File: src/rtl/credit_ledger.sv
`default_nettype none
// =============================================================================
// credit_ledger : vending credit register and coin/buy/change sequencer
//                 wrapped around an external 5-bit flag-producing ALU.
// Rev 1.0
// =============================================================================
module credit_ledger #(
  parameter int CREDIT_MAX = 31
) (
  input  logic       clk,
  input  logic       rst,
  input  logic       coin_valid,
  input  logic [4:0] coin_value,
  input  logic       buy_req,
  input  logic [4:0] price,
  input  logic       refund_req,
  input  logic       change_ack,
  output logic [4:0] alu_a,
  output logic [4:0] alu_b,
  output logic [1:0] alu_op,
  input  logic [4:0] alu_result,
  input  logic       alu_carry,
  input  logic       alu_zero,
  input  logic       alu_negative,
  output logic [4:0] credit,
  output logic       busy,
  output logic       vend,
  output logic       coin_reject,
  output logic       err_funds,
  output logic       change_valid,
  output logic [4:0] change_value
);

  localparam logic [4:0] C_CREDIT_MAX = 5'(CREDIT_MAX);
  localparam logic [1:0] C_OP_ADD     = 2'b00;
  localparam logic [1:0] C_OP_SUB     = 2'b01;

  typedef enum logic [1:0] {
    ST_IDLE   = 2'd0,
    ST_ADD    = 2'd1,
    ST_SUB    = 2'd2,
    ST_CHANGE = 2'd3
  } state_t;

  state_t     state_q, state_d;
  logic [4:0] credit_q, credit_d;
  logic [4:0] op_b_q, op_b_d;
  logic       busy_q, busy_d;
  logic       vend_q, vend_d;
  logic       coin_reject_q, coin_reject_d;
  logic       err_funds_q, err_funds_d;

  // The negative flag carries no information for unsigned credit arithmetic.
  logic unused_alu_negative;
  assign unused_alu_negative = alu_negative;

  always_ff @(posedge clk) begin
    if (rst) begin
      state_q       <= ST_IDLE;
      credit_q      <= 5'd0;
      op_b_q        <= 5'd0;
      busy_q        <= 1'b0;
      vend_q        <= 1'b0;
      coin_reject_q <= 1'b0;
      err_funds_q   <= 1'b0;
    end else begin
      state_q       <= state_d;
      credit_q      <= credit_d;
      op_b_q        <= op_b_d;
      busy_q        <= busy_d;
      vend_q        <= vend_d;
      coin_reject_q <= coin_reject_d;
      err_funds_q   <= err_funds_d;
    end
  end

  always_comb begin
    state_d       = state_q;
    credit_d      = credit_q;
    op_b_d        = op_b_q;
    vend_d        = 1'b0;
    coin_reject_d = 1'b0;
    err_funds_d   = 1'b0;

    case (state_q)
      ST_IDLE: begin
        // Refund wins arbitration even when it turns out to be a no-op.
        if (refund_req) begin
          if (credit_q != 5'd0) begin
            state_d = ST_CHANGE;
          end
        end else if (buy_req) begin
          op_b_d  = price;
          state_d = ST_SUB;
        end else if (coin_valid) begin
          op_b_d  = coin_value;
          state_d = ST_ADD;
        end
      end
      ST_ADD: begin
        if (alu_carry || (alu_result > C_CREDIT_MAX)) begin
          coin_reject_d = 1'b1;
        end else begin
          credit_d = alu_result;
        end
        state_d = ST_IDLE;
      end
      ST_SUB: begin
        if (alu_carry) begin
          err_funds_d = 1'b1;
          state_d     = ST_IDLE;
        end else begin
          vend_d   = 1'b1;
          credit_d = alu_result;
          state_d  = alu_zero ? ST_IDLE : ST_CHANGE;
        end
      end
      ST_CHANGE: begin
        if (change_ack) begin
          credit_d = 5'd0;
          state_d  = ST_IDLE;
        end
      end
      default: begin
        state_d = ST_IDLE;
      end
    endcase

    busy_d = (state_d != ST_IDLE);
  end

  always_comb begin
    alu_a  = credit_q;
    alu_b  = 5'd0;
    alu_op = C_OP_ADD;
    if (state_q == ST_ADD) begin
      alu_b = op_b_q;
    end else if (state_q == ST_SUB) begin
      alu_b  = op_b_q;
      alu_op = C_OP_SUB;
    end
  end

  assign credit       = credit_q;
  assign busy         = busy_q;
  assign vend         = vend_q;
  assign coin_reject  = coin_reject_q;
  assign err_funds    = err_funds_q;
  assign change_valid = (state_q == ST_CHANGE);
  assign change_value = change_valid ? credit_q : 5'd0;

endmodule
`default_nettype wire

File: config.mk
export PLATFORM = sky130hd
export DESIGN_NAME = credit_ledger
export DESIGN_NICKNAME = d
export VERILOG_FILES = /design/src/rtl/credit_ledger.sv
export SDC_FILE = /design/constraint.sdc
export NUM_CORES = 1
export LEC_CHECK = 0
export CORE_MARGIN = 2
export CORE_UTILIZATION = 45
export CTS_BUF_LIST = sky130_fd_sc_hd__clkbuf_4
export DETAILED_ROUTE_END_ITERATION = 8
export DONT_BUFFER_PORTS = 1
export SYNTH_ARGS = -nofsm -noshare
export SYNTH_HDL_FRONTEND = slang
export SYNTH_SLANG_ARGS = --single-unit
File: constraint.sdc
create_clock -name clk -period 1.9 [get_ports clk]
set_clock_uncertainty 0.05 [all_clocks]
set_input_delay 0.38 -clock clk [delete_from_list [all_inputs] [get_ports clk]]
set_output_delay 0.38 -clock clk [all_outputs]
set_load 0.01 [all_outputs]
==> reports/metrics.cfg <==
[power_and_ir_drop]
power.internal_w = 0.000546
pwr-share-comb = 0.248
power_density_nw_per_um2 = 940
total_power_w = 0.000818
p_seq_frac = 0.529
switchingPower_w = 0.000272
p_clk_frac = 0.223
netSwitchingFraction = 0.333
leakage_nw = 0.333
vdd_drop_max_mv = 0.589

[route]
drtPass1Iterations = 4
ant_nets = 0
drc = 0
wirelength_mm = 1.72
wl_per_cell_microns = 14.9
drt_iter0_drc = 9
vias = 679
routed_via_density = 5.90

[floorplan]
initial_core_util = 0.488
die_h_microns = 47.7
die_w_microns = 47.7
row_count = 15
ios = 51
dieArea_sq_um = 2280
core_sq_um = 1760

[critical_path]
path_max_fanout = 9
critPathLaunchType = flop
arrival_ns = 1.30
crit_type = reg -> out
end_kind = output port
cp.required_ns = 1.47

[logic_synthesis]
syn-instance-count = 95
synth_area_sq_um = 861
avgSynthCellArea_sq_um = 9.06
yosysSeqAreaShare = 0.372
synth_seq_cells = 16
ys_types = 31
synth_top_area_cell = dfxtp_1
ys_top_cells_by_area = dfxtp_1 37%, a21oi_1 5.8%, mux2i_1 5.8%, buf_4 5.2%, a311oi_1 5.1%
synth_top_cell_area_share = 0.372
synth.net_count = 119
yosys_warnings = 0

[place]
gp_congestion = 0.700
dp_hpwl_mm = 1.28
placedCellCount = 111
portBuffers = 0
placed_area_sq_um = 837

[global_routing]
grt_max_degree = 16
grt_pass1_wl_mm = 2.56
antenna_found_initial = 0
grt.total_usage = 0.160
grt_pass1_vias = 560
gr-total-overflow = 0

[cells_and_area]
layout.cells.non_filler = 115
final_cell_mix = 16 x dfxtp_1, 10 x a21oi_1, 6 x and2_1
fill_cells = 192
antennaDiodeCount = 0
fin_area_sq_um = 871
nets = 115
area_growth_syn_to_layout_pct = 1.16
final_layout_size_suffix_gt1_frac = 0.133
final_common_cell = dfxtp_1

[sta]
rsz0062_at_grt = false
final_max_slew_viol_count = 0
fin_crit_ns = 1.73
setup_tns_ns = 0
finalCritPeriodShare = 0.912
fmaxAchievable_ghz = 0.577
max_slew_margin = 0.617
hold_ws_ns = 0.103
hold_viol = 0
setup_viol = 0
worstMarginPinSlew_ns = 0.572

[clock_tree]
root_buffer = clkbuf_4
insertion_delay_ns = 0.28
ctsResizeCount = 0
h-tree-depth = 1
cts_tree = done
cts_buffers = 3
clk_pin_slew_ns = 0.09
cts_sinks = 16
holdBufCountCts = 0
clockBufferDepth = 2
post_cts_buffers = 0

[run_status]
status = finished clean

[hold_path]
hold_class = in -> reg

[flow_run]
maxCapViolCount = 0

==> cell usage after synthesis (all sizes together) <==
cell type / number
conb: 1
o311ai: 5
and2b: 1
inv: 2
o21ai: 4
mux2i: 5
and2: 6
nor4bb: 1
clkbuf: 4
xor2: 1
nor2b: 2
nor3b: 1
nor3: 5
dfxtp: 16
o31ai: 1
a311oi: 5
nand3b: 5
nand2b: 1
nor2: 2
and3: 5
or3b: 1
or4b: 1
buf: 8
a21oi: 10
or2: 1
o21ba: 1
==> metal layers <==
layer | track usage | share of wire | wire length, microns
met2 | 0.211 | 0.44 | 755
met4 | 0.0324 | 0.0076 | 13
met5 | 0 | 0 | 0
met3 | 0.0604 | 0.078 | 134
met1 | 0.245 | 0.47 | 813
==> final timing paths <==
| path | cells after the start | end | start | slack [ns] |
|---|---|---|---|---|
| max | 2 | alu_b[0] | state_q[0] | 0.17 |
| min | 1 | op_b_q[2] | rst | 0.10 |
| max reg2reg | 3 | state_q[1] | alu_a[2] | 0.37 |
| min reg2reg | 2 | op_b_q[1] | op_b_q[1] | 0.46 |
==> critical path, stage by stage (launching register included) <==
cell and delay, ns:
dfxtp_1 0.53, xor2_2 0.26, and2_1 0.23
==> stage by stage <==
| stage | worst slack, ns | utilization |
|---|---|---|
| 2_1_floorplan | 0.454 | - |
| 3_3_place_gp | 0.357 | 0.474 |
| 3_5_place_dp | 0.372 | 0.474 |
| 4_1_cts | 0.0410 | 0.489 |
| 5_1_grt | 0.0410 | 0.494 |
| 6_report | 0.168 | 0.494 |
==> cells by family after synthesis <==
family | Yosys count | synth area share
AND/OR/NAND/NOR | 32 | 0.247
AO/OA/AOI/OAI | 26 | 0.209
flip-flops | 16 | 0.372
buffers and inverters | 14 | 0.0988
multiplexers | 5 | 0.0581
XOR/XNOR | 1 | 0.0102
other | 1 | 0.00436
==> registers in the layout (all words and copies together) (netlist names) <==
name	flops
alu_a	5
vend	1
busy	1
err_funds	1
coin_reject	1
state_q	2
op_b_q	5
==> final cells by class <==
cell class | instances | area (sq um) | area share
Clock buffer | 3 | 22.5 | 0.0259
Clock inverter | 1 | 3.75 | 0.00431
Inverter | 2 | 7.51 | 0.00862
Multi-Input combinational cell | 65 | 463 | 0.532
Sequential cell | 16 | 320 | 0.368
Tap cell | 25 | 31.3 | 0.0359
Timing Repair Buffer | 3 | 22.5 | 0.0259
==> power by group through the flow <==
stage | registers, W | clock network [W] | logic [W]
3_3_place_gp | 0.000439 | 0 | 0.000200
2_1_floorplan | 0.000423 | 0 | 0.000187
4_1_cts | 0.000432 | 0.000189 | 0.000204
3_5_place_dp | 0.000440 | 0 | 0.000203
6_report | 0.000433 | 0.000182 | 0.000203
5_1_grt | 0.000445 | 0.000201 | 0.000232
Power figures use the tool's default switching activity.
